--- src/rtl/sr04_pkg.sv ---
// sr04_pkg: shared HC-SR04 protocol definitions (FSM states, default timing
// constants, echo length clamp) used by both the emulator and the controller.
package sr04_pkg;

    // Sensor-side protocol phases.
    typedef enum logic [2:0] {
        IDLE,
        TRIG_HIGH,
        BURST,
        ECHO,
        HOLDOFF
    } sr04_state_e;

    // Default protocol timing, in clk cycles.
    localparam int DEF_MIN_TRIG_CYCLES = 10;
    localparam int DEF_BURST_CYCLES    = 16;
    localparam int DEF_TIMEOUT_CYCLES  = 600;
    localparam int DEF_HOLDOFF_CYCLES  = 20;

    localparam int LEN_W  = 16;
    localparam int MISS_W = 8;

    // Zero means "no obstacle" and over-range values are clamped, both of
    // which map to the timeout echo width.
    function automatic logic [LEN_W-1:0] clamp_echo_len(
        input logic [LEN_W-1:0] i_len,
        input logic [LEN_W-1:0] i_timeout
    );
        if (i_len == '0 || i_len > i_timeout) begin
            return i_timeout;
        end
        return i_len;
    endfunction

endpackage

--- src/rtl/sr04_echo_emulator_if.sv ---
// sr04_echo_emulator_if: trigger/echo bundle between an SR04 controller
// (master) and the sensor side (slave).
//   trigger_in  master->slave  trigger line (asynchronous to clk)
//   echo_len    master->slave  programmed echo width, 0 = no obstacle
//   echo_out    slave->master  echo line
//   busy        slave->master  sensor is bursting, echoing or recovering
//   trig_err    slave->master  one-cycle pulse on a too-short trigger
//   missed_cnt  slave->master  saturating count of ignored triggers
interface sr04_echo_emulator_if;
    import sr04_pkg::*;

    logic              trigger_in;
    logic [LEN_W-1:0]  echo_len;
    logic              echo_out;
    logic              busy;
    logic              trig_err;
    logic [MISS_W-1:0] missed_cnt;

    modport master (
        output trigger_in,
        output echo_len,
        input  echo_out,
        input  busy,
        input  trig_err,
        input  missed_cnt
    );

    modport slave (
        input  trigger_in,
        input  echo_len,
        output echo_out,
        output busy,
        output trig_err,
        output missed_cnt
    );

endinterface

--- src/rtl/sr04_sync_edge.sv ---
// sr04_sync_edge: 2-flop synchronizer with registered rise/fall pulses.
// Ports: clk, reset (async, active-high), i_d (async input),
//        o_sync (synchronized level), o_rise / o_fall (one-cycle pulses,
//        aligned with the cycle o_sync takes its new value).
module sr04_sync_edge (
    input  logic clk,
    input  logic reset,
    input  logic i_d,
    output logic o_sync,
    output logic o_rise,
    output logic o_fall
);

    logic r_meta;
    logic r_sync;
    logic r_rise;
    logic r_fall;

    // Edges are decoded from the meta/sync pair so the pulse lands in the
    // same cycle as the new synchronized level: two cycles of latency total.
    always_ff @(posedge clk or posedge reset) begin
        if (reset) begin
            r_meta <= 1'b0;
            r_sync <= 1'b0;
            r_rise <= 1'b0;
            r_fall <= 1'b0;
        end else begin
            r_meta <= i_d;
            r_sync <= r_meta;
            r_rise <= r_meta & ~r_sync;
            r_fall <= ~r_meta & r_sync;
        end
    end

    assign o_sync = r_sync;
    assign o_rise = r_rise;
    assign o_fall = r_fall;

endmodule

--- src/rtl/sr04_echo_emulator.sv ---
// sr04_echo_emulator: sensor side of the HC-SR04 trigger/echo protocol.
// Validates the trigger width, waits a burst delay, then drives echo high
// for the programmed number of cycles, followed by a recovery holdoff.
// Ports: clk, reset (async, active-high), bus (slave modport of
//        sr04_echo_emulator_if: trigger_in, echo_len in; echo_out, busy,
//        trig_err, missed_cnt out).
module sr04_echo_emulator
    import sr04_pkg::*;
#(
    parameter int MIN_TRIG_CYCLES = DEF_MIN_TRIG_CYCLES,
    parameter int BURST_CYCLES    = DEF_BURST_CYCLES,
    parameter int TIMEOUT_CYCLES  = DEF_TIMEOUT_CYCLES,
    parameter int HOLDOFF_CYCLES  = DEF_HOLDOFF_CYCLES
) (
    input  logic                 clk,
    input  logic                 reset,
    sr04_echo_emulator_if.slave  bus
);

    localparam logic [LEN_W-1:0] C_MIN_TRIG  = LEN_W'(MIN_TRIG_CYCLES);
    localparam logic [LEN_W-1:0] C_TIMEOUT   = LEN_W'(TIMEOUT_CYCLES);
    localparam logic [LEN_W-1:0] C_BURST_LD  = LEN_W'(BURST_CYCLES - 1);
    localparam logic [LEN_W-1:0] C_HOLD_LD   = LEN_W'(HOLDOFF_CYCLES - 1);
    localparam logic [LEN_W-1:0] C_WIDTH_MAX = '1;
    localparam logic [MISS_W-1:0] C_MISS_MAX = '1;

    logic w_trig_sync;
    logic w_trig_rise;
    logic w_trig_fall;
    logic w_missed_rise;

    sr04_state_e       r_state;
    logic [LEN_W-1:0]  r_width;
    logic [LEN_W-1:0]  r_cnt;
    logic [LEN_W-1:0]  r_len;
    logic              r_echo;
    logic              r_busy;
    logic              r_trig_err;
    logic [MISS_W-1:0] r_missed;

    sr04_sync_edge u_trig_sync (
        .clk    (clk),
        .reset  (reset),
        .i_d    (bus.trigger_in),
        .o_sync (w_trig_sync),
        .o_rise (w_trig_rise),
        .o_fall (w_trig_fall)
    );

    // Any rise outside IDLE/TRIG_HIGH is dropped, including one landing on
    // the final HOLDOFF cycle.
    assign w_missed_rise = w_trig_rise &&
                           (r_state == BURST ||
                            r_state == ECHO  ||
                            r_state == HOLDOFF);

    // r_cnt is a shared down-counter: loaded with (phase length - 1) on
    // phase entry, phase ends on the cycle it reads zero.
    always_ff @(posedge clk or posedge reset) begin
        if (reset) begin
            r_state    <= IDLE;
            r_width    <= '0;
            r_cnt      <= '0;
            r_len      <= '0;
            r_echo     <= 1'b0;
            r_busy     <= 1'b0;
            r_trig_err <= 1'b0;
            r_missed   <= '0;
        end else begin
            r_trig_err <= 1'b0;

            if (w_missed_rise && r_missed != C_MISS_MAX) begin
                r_missed <= r_missed + 1'b1;
            end

            unique case (r_state)
                IDLE: begin
                    if (w_trig_rise) begin
                        r_width <= LEN_W'(1);
                        r_state <= TRIG_HIGH;
                    end
                end

                TRIG_HIGH: begin
                    if (w_trig_fall) begin
                        if (r_width < C_MIN_TRIG) begin
                            r_trig_err <= 1'b1;
                            r_state    <= IDLE;
                        end else begin
                            // echo_len is only looked at here
                            r_len   <= clamp_echo_len(bus.echo_len,
                                                      C_TIMEOUT);
                            r_cnt   <= C_BURST_LD;
                            r_busy  <= 1'b1;
                            r_state <= BURST;
                        end
                    end else if (w_trig_sync &&
                                 r_width != C_WIDTH_MAX) begin
                        r_width <= r_width + 1'b1;
                    end
                end

                BURST: begin
                    if (r_cnt == '0) begin
                        // r_len is never 0 after clamping
                        r_cnt   <= r_len - 1'b1;
                        r_echo  <= 1'b1;
                        r_state <= ECHO;
                    end else begin
                        r_cnt <= r_cnt - 1'b1;
                    end
                end

                ECHO: begin
                    if (r_cnt == '0) begin
                        r_cnt   <= C_HOLD_LD;
                        r_echo  <= 1'b0;
                        r_state <= HOLDOFF;
                    end else begin
                        r_cnt <= r_cnt - 1'b1;
                    end
                end

                HOLDOFF: begin
                    if (r_cnt == '0) begin
                        r_busy  <= 1'b0;
                        r_state <= IDLE;
                    end else begin
                        r_cnt <= r_cnt - 1'b1;
                    end
                end

                default: begin
                    r_echo  <= 1'b0;
                    r_busy  <= 1'b0;
                    r_cnt   <= '0;
                    r_state <= IDLE;
                end
            endcase
        end
    end

    assign bus.echo_out   = r_echo;
    assign bus.busy       = r_busy;
    assign bus.trig_err   = r_trig_err;
    assign bus.missed_cnt = r_missed;

endmodule

--- src/flat_wrapper.sv ---
// flat-port wrapper written by rule: the top's interface ports become plain ports
module sr04_echo_emulator_flat import sr04_pkg::*;
#(
    parameter int MIN_TRIG_CYCLES = DEF_MIN_TRIG_CYCLES,
    parameter int BURST_CYCLES    = DEF_BURST_CYCLES,
    parameter int TIMEOUT_CYCLES  = DEF_TIMEOUT_CYCLES,
    parameter int HOLDOFF_CYCLES  = DEF_HOLDOFF_CYCLES
)
  (clk, reset, bus_trigger_in, bus_echo_len, bus_echo_out, bus_busy, bus_trig_err, bus_missed_cnt);
  sr04_echo_emulator_if bus_i ();
  input  logic clk;
  input  logic reset;
  input wire logic [$bits(bus_i.trigger_in)-1:0] bus_trigger_in;
  input wire logic [$bits(bus_i.echo_len)-1:0] bus_echo_len;
  output wire logic [$bits(bus_i.echo_out)-1:0] bus_echo_out;
  output wire logic [$bits(bus_i.busy)-1:0] bus_busy;
  output wire logic [$bits(bus_i.trig_err)-1:0] bus_trig_err;
  output wire logic [$bits(bus_i.missed_cnt)-1:0] bus_missed_cnt;
  assign bus_i.trigger_in = bus_trigger_in;
  assign bus_i.echo_len = bus_echo_len;
  assign bus_echo_out = bus_i.echo_out;
  assign bus_busy = bus_i.busy;
  assign bus_trig_err = bus_i.trig_err;
  assign bus_missed_cnt = bus_i.missed_cnt;
  sr04_echo_emulator #(.MIN_TRIG_CYCLES(MIN_TRIG_CYCLES), .BURST_CYCLES(BURST_CYCLES), .TIMEOUT_CYCLES(TIMEOUT_CYCLES), .HOLDOFF_CYCLES(HOLDOFF_CYCLES)) u_core (.clk(clk), .reset(reset), .bus(bus_i));
endmodule
--- config.mk ---
export PLATFORM = sky130hd
export DESIGN_NAME = sr04_echo_emulator_flat
export DESIGN_NICKNAME = d
export VERILOG_FILES = /design/src/rtl/sr04_pkg.sv /design/src/rtl/sr04_echo_emulator_if.sv /design/src/rtl/sr04_sync_edge.sv /design/src/rtl/sr04_echo_emulator.sv /design/src/flat_wrapper.sv
export SDC_FILE = /design/constraint.sdc
export NUM_CORES = 1
export LEC_CHECK = 0
export ABC_AREA = 1
export CORE_MARGIN = 2
export CORE_UTILIZATION = 45
export CTS_CLUSTER_DIAMETER = 30
export DETAILED_ROUTE_END_ITERATION = 16
export PLACE_DENSITY = 0.68
export SYNTH_ARGS = -nofsm -noshare
export SYNTH_HDL_FRONTEND = slang
export SYNTH_SLANG_ARGS = --single-unit
--- constraint.sdc ---
create_clock -name clk -period 2.5 [get_ports clk]
set_input_delay 0.25 -clock clk [delete_from_list [all_inputs] [get_ports clk]]
set_output_delay 0.25 -clock clk [all_outputs]
set_load 0.02 [all_outputs]
==> results.sh, run 1 <==
export IMPL_place_port_buffers=29
export IMPL_core_sq_um=9330
export IMPL_rows=35
export IMPL_firstDrtPassIters=4
export IMPL_layout_drive_gt1_share=0.0701
export IMPL_slew_viol_final=0
export IMPL_ant_nets=0
export IMPL_comb_power_share=0.359
export IMPL_fin_ws_ns=0.483
export IMPL_ys_seq_area_frac=0.378
export IMPL_finalCritPeriodShare=0.807
export IMPL_grt_pass1_wl_mm=17.5
export IMPL_cp_max_fo=17
export IMPL_power_leakage_nw=2.65
export IMPL_post_cts_buffers=0
export IMPL_area_growth_pct=14.5
export IMPL_r2r_end="u_core.r_cnt[7]"
export IMPL_clock_path_buffers=2
export IMPL_worstSetupPathType="register to register"
export IMPL_clock_latency_ns=0.36
export IMPL_ys_ff_latch=66
export IMPL_yosys_warnings=0
export IMPL_wl_mm=10.5
export IMPL_layout_commonest_cell="nand2_1"
export IMPL_viasPerCell=4.95
export IMPL_root_buffer="clkbuf_8"
export IMPL_avgSynthCellArea_sq_um=6.49
export IMPL_vias=4168
export IMPL_hold_path_class="input port to async pin"
export IMPL_powerDensity_nw_per_um2=679
export IMPL_finalSetupViolCount=0
export IMPL_antenna_found_initial=0
export IMPL_drtIter0Drc=165
export IMPL_remaining_drc_errors=0
export IMPL_grt_max_degree=36
export IMPL_stdcell_count=842
export IMPL_worstPathRequired_ns=2.74
export IMPL_dpl_hpwl_mm=7.85
export IMPL_synth_area_top_cells="dfrtp_1 (38%), nand2_1 (22%), nor2_1 (8.3%)"
export IMPL_post_route_min_period_ns=2.02
export IMPL_tightestPinTransition_ns=0.731
export IMPL_initial_utilization=0.468
export IMPL_maxCapViolCount=0
export IMPL_synth_area_sq_um=4360
export IMPL_r2r_start="u_core.r_cnt[0]"
export IMPL_fin_skew_ns=0.00871
export IMPL_peakVddDrop_uv=428
export IMPL_grt_usage=0.211
export IMPL_cts_tree="done"
export IMPL_globalplace_congestion=0.926
export IMPL_grt_use_met1=0.267
export IMPL_yosysTopAreaCellShare=0.378
export IMPL_antennaDiodeCount=0
export IMPL_syn_nets=695
export IMPL_worstSetupStartpointType="register"
export IMPL_register_area_sq_um=1650
export IMPL_place_worst_setup_slack_ns=0.474
export IMPL_overflow=0
export IMPL_dpl_cell_count=826
export IMPL_cp_end_kind="register"
export IMPL_synth_distinct_cells=30
export IMPL_hold_viol=0
export IMPL_synth_top_cell_by_area="dfrtp_1"
export IMPL_seqPwrFrac=0.365
export IMPL_status="finished, final reports clean"
export IMPL_cts_sinks=66
export IMPL_die_y_um=102
export IMPL_gr_usage_met2=0.359
export IMPL_nets=731
export IMPL_multi_input_area_sq_um=2340
export IMPL_reg2reg_setup_slack_ns=0.48
export IMPL_clock_fmax_mhz=496
export IMPL_rsz0062_at_grt="false"
export IMPL_p_sw_mw=1.40
export IMPL_cts_hold_fix_buffers=0
export IMPL_finalSetupTns_ns=0
export IMPL_switching_share=0.412
export IMPL_wire_per_inst_um=12.5
export IMPL_cts_max_level=3
export IMPL_layout_common_cells="nand2_1 (256), nor2_1 (96), inv_1 (76), dfrtp_1 (66), nand3_1 (49)"
export IMPL_die_x_um=102
export IMPL_synth_cells=672
export IMPL_ios=30
export IMPL_cts_resized=0
export IMPL_reg2reg_depth=11
export IMPL_worst_ep_arrival_time_ns=2.26
export IMPL_numCtsBuffers=9
export IMPL_first_global_vias=3881
export IMPL_slew_headroom=0.512
export IMPL_clk_pin_slew_ns=0.08
export IMPL_grt_busiest_layer="met2"
export IMPL_intPower_mw=1.99
export IMPL_gr_usage_met3=0.0499
export IMPL_design_die_area_sq_um=10500
export IMPL_fillCellCount=920
export IMPL_p_clk_frac=0.276
-- worst max-delay path: stages, from the launching register on --
cell and delay (ns):
dfrtp_1 0.41, inv_1 0.08, ha_1 0.22, nand2_2 0.13, nor2_4 0.19, nand3_1 0.09, nand2_1 0.06, inv_1 0.05
nand2_2 0.26, inv_1 0.23, nand2_1 0.12, nand2_1 0.06
-- metal layers --
| metal | up-vias | wire length, um |
|---|---|---|
| met4 | 0 | 189 |
| met3 | 18 | 410 |
| met2 | 95 | 5090 |
| li1 | 2147 | - |
| met5 | - | 0 |
| met1 | 1908 | 4800 |
-- cell usage after synthesis --
cell type / number
inv_1: 77
nand3b_1: 4
nand2_2: 3
o31a_1: 1
inv_2: 9
a21o_1: 1
buf_2: 1
nor2_1: 96
xnor2_1: 5
xor2_1: 21
buf_6: 3
nor2_4: 1
or2_1: 1
dfrtp_1: 66
nor3_1: 6
nand4_1: 10
nand2_1: 256
nand3_2: 2
a21oi_1: 4
buf_4: 1
nor2_2: 10
or2_2: 3
nand3_1: 49
o21ai_1: 15
o21bai_1: 2
o21ai_0: 17
ha_1: 4
o21ai_2: 1
clkbuf_1: 2
nand2_4: 1
-- power by group through the flow --
stage,sequential (mW),combinational [mW],clock [mW]
after global placement,1.25,1.19,0
after detailed placement,1.26,1.21,0
after global routing,1.25,1.37,1.01
after floorplan,1.25,0.952,0
after CTS,1.24,1.22,0.960
final,1.24,1.22,0.935
-- logic make-up after synthesis --
logic type	share of synthesized area
xor+xnor	0.0522
compound gates	0.0505
buf+inv	0.0863
flops	0.378
simple gates	0.421
fa+ha+maj	0.0115
-- cell type report --
class                   instances  area share
well taps                     129      0.0323
clock inverters                 7      0.0155
clock buffers                   9      0.0248
multi-input cells             513       0.467
inverters                      86      0.0646
repair buffers                 32      0.0651
flip-flops and latches         66       0.330
-- flip-flops by register name, summed over array words and instances (netlist names) --
signal and cells:
u_core.r_state 3, u_core.u_trig_sync.o_fall 1, u_core.u_trig_sync.r_meta 1, u_core.r_len 16
u_core.bus.echo_out 1, u_core.bus.trig_err 1, u_core.r_width 16, u_core.bus.busy 1
u_core.r_cnt 16, u_core.u_trig_sync.o_sync 1, u_core.bus.missed_cnt 8, u_core.u_trig_sync.o_rise 1
-- how the worst max path moves through the flow --
stage | from | end | slack (ns) | cells past startpoint
after global routing | u_core.r_cnt[0] | u_core.r_cnt[7] | 0.29 | 11
final | u_core.r_cnt[0] | u_core.r_cnt[7] | 0.48 | 11
after global placement | u_core.r_cnt[0] | u_core.r_cnt[1] | 0.57 | 11
after floorplan | reset | u_core.bus.busy | 0.60 | 1
after CTS | u_core.r_cnt[0] | u_core.r_cnt[7] | 0.45 | 11
after detailed placement | u_core.r_cnt[0] | u_core.r_cnt[7] | 0.47 | 11
-- through the flow --
step	power, mW	utilization	area, sq um	hold slack [ns]
after global routing	3.64	0.536	5000	0.354
after CTS	3.42	0.536	5000	0.344
final	3.39	0.536	5000	0.331
after detailed placement	2.47	0.514	4800	0.395
after global placement	2.44	0.514	4800	0.386
after floorplan	2.20	-	4360	0.281
Power figures use the tool's default switching activity.
==> run 2: changes to the inputs <==
clock period = 1.9 ns   (was 2.5 ns; I/O delays follow)
==> results.sh, run 2 (synthesized netlist as in run 1, its figures left out) <==
export IMPL_reg2reg_setup_slack_ns=0.09
export IMPL_cts_sinks=66
export IMPL_grt_busiest_layer="met2"
export IMPL_die_y_um=102
export IMPL_nets=742
export IMPL_post_route_min_period_ns=1.81
export IMPL_slew_headroom=0.761
export IMPL_core_sq_um=9330
export IMPL_cts_max_level=3
export IMPL_globalplace_congestion=0.920
export IMPL_gr_usage_met3=0.0321
export IMPL_drtIter0Drc=228
export IMPL_clk_pin_slew_ns=0.08
export IMPL_grt_use_met1=0.276
export IMPL_tightestPinTransition_ns=0.358
export IMPL_finalSetupTns_ns=0
export IMPL_cp_end_kind="register"
export IMPL_clock_latency_ns=0.34
export IMPL_path_cells="nor2_4 -> nand2_1 -> nor2_4 -> nand3_1 -> nand2_1 -> inv_1 -> nand2_2 -> clkinvlp_4 -> nand2_1 -> nand2_1"
export IMPL_antenna_found_initial=0
export IMPL_place_port_buffers=29
export IMPL_initial_utilization=0.468
export IMPL_layout_commonest_cell="nand2_1"
export IMPL_peakVddDrop_uv=678
export IMPL_crit_top_cell="nand2_1"
export IMPL_clock_fmax_mhz=551
export IMPL_wire_per_inst_um=12.1
export IMPL_reg2reg_depth=10
export IMPL_root_buffer="clkbuf_8"
export IMPL_cts_hold_fix_buffers=0
export IMPL_stdcell_area_sq_um=5210
export IMPL_crit_end="u_core.r_cnt[4]"
export IMPL_numCtsBuffers=9
export IMPL_cts_tree="done"
export IMPL_powerDensity_nw_per_um2=947
export IMPL_r2r_end="u_core.r_cnt[4]"
export IMPL_ant_nets=0
export IMPL_dpl_instance_area_sq_um=4860
export IMPL_fin_ws_ns=0.0865
export IMPL_hold_viol=0
export IMPL_worstPathRequired_ns=2.12
export IMPL_hold_path_class="input port to async pin"
export IMPL_power_leakage_nw=2.73
export IMPL_place_worst_setup_slack_ns=0.0789
export IMPL_antennaDiodeCount=0
export IMPL_grt_pass1_wl_mm=17.4
export IMPL_crit_family="simple AND/OR/NAND/NOR gates"
export IMPL_vias=4221
export IMPL_finalCritPeriodShare=0.954
export IMPL_first_global_vias=3863
export IMPL_grt_max_degree=67
export IMPL_dpl_hpwl_mm=7.70
export IMPL_layout_common_cells="nand2_1 (252), nor2_1 (92), inv_1 (74), dfrtp_1 (65), nand3_1 (47)"
export IMPL_startpoint="u_core.r_cnt[10]"
export IMPL_slowest_delay_ns=0.46
export IMPL_status="finished, final reports clean"
export IMPL_rows=35
export IMPL_gr_usage_met2=0.340
export IMPL_area_growth_pct=19.4
export IMPL_maxCapViolCount=0
export IMPL_worst_path_stages=10
export IMPL_grt_usage=0.206
export IMPL_worstSetupStartpointType="register"
export IMPL_worst_ep_arrival_time_ns=2.04
export IMPL_wl_mm=10.4
export IMPL_viasPerCell=4.95
export IMPL_ios=30
export IMPL_fin_skew_ns=0.0115
export IMPL_worstSetupPathType="register to register"
export IMPL_final_core_util=0.558
export IMPL_remaining_drc_errors=0
export IMPL_clock_path_buffers=2
export IMPL_largestRegisters="u_core.r_cnt (16), u_core.r_len (16), u_core.r_width (16)"
export IMPL_layout_drive_gt1_share=0.105
export IMPL_die_x_um=102
export IMPL_cp_max_fo=8
export IMPL_design_die_area_sq_um=10500
export IMPL_cpMaxStageDelayCell="dfrtp_2"
export IMPL_finalSetupViolCount=0
export IMPL_firstDrtPassIters=6
export IMPL_crit_buf_inv=2
export IMPL_slew_viol_final=0
export IMPL_r2r_start="u_core.r_cnt[10]"
export IMPL_overflow=0
==> run 2: cell count changes in the layout (fill, tap and decap cells not counted), moves of 4 or more <==
cell,previous run,this run
nand2_1,256,252
nor2_1,96,92
buf_4,2,13
nor2_4,1,5
==> run 2: area by class of cell <==
| class | count | area, sq um |
|---|---|---|
| flip-flops and latches | 66 | 1650 |
| repair buffers | 43 | 408 |
| inverters | 86 | 327 |
| well taps | 129 | 161 |
| fillers | 905 | 4120 |
| clock buffers | 9 | 124 |
| clock inverters | 7 | 125 |
| multi-input cells | 513 | 2410 |
==> run 2: per-stage QoR <==
stage | total power [mW] | hold WS, ns | instances
after CTS | 4.82 | 0.243 | 851
after floorplan | 2.89 | 0.221 | 672
after global placement | 3.32 | 0.385 | 835
final | 4.93 | 0.243 | 853
after detailed placement | 3.35 | 0.391 | 835
after global routing | 5.26 | 0.276 | 853
==> run 2: worst reg2reg max path: cells and delay by family, from the launching register on <==
kind	cells	cell delay, ns
buffers and inverters	2	0.26
flip-flops	1	0.46
AND/OR/NAND/NOR	8	0.98
==> run 2: power by group <==
| group | internal [mW] | leakage [nW] | total (mW) | switching, mW |
|---|---|---|---|---|
| sequential | 1.51 | 0.852 | 1.63 | 0.125 |
| combinational | 0.656 | 1.76 | 1.84 | 1.18 |
| clock | 0.883 | 0.124 | 1.46 | 0.577 |
==> run 2: metal layers <==
layer / routed length (um) / up-vias
met5: 0 / -
met4: 161 / 0
met3: 388 / 13
met2: 4930 / 97
met1: 4890 / 1937
li1: - / 2174
==> run 2: what timing repair did <==
item / CTS / global route
resized for setup: 0 / 22
endpoints found under the setup margin: 0 / 21
buffers inserted: 0 / 2
==> run 2: how the worst min path moves through the flow <==
stage | startpoint | end | slack, ns | cells after the start
finish | reset | u_core.r_len[9] | 0.24 | 3
global route | reset | u_core.bus.missed_cnt[2] | 0.28 | 3
global placement | u_core.u_trig_sync.r_meta | u_core.u_trig_sync.o_sync | 0.39 | 0
CTS | reset | u_core.bus.missed_cnt[0] | 0.24 | 3
detailed placement | u_core.u_trig_sync.r_meta | u_core.u_trig_sync.o_sync | 0.39 | 0
floorplan | bus_trigger_in | u_core.u_trig_sync.r_meta | 0.22 | 0
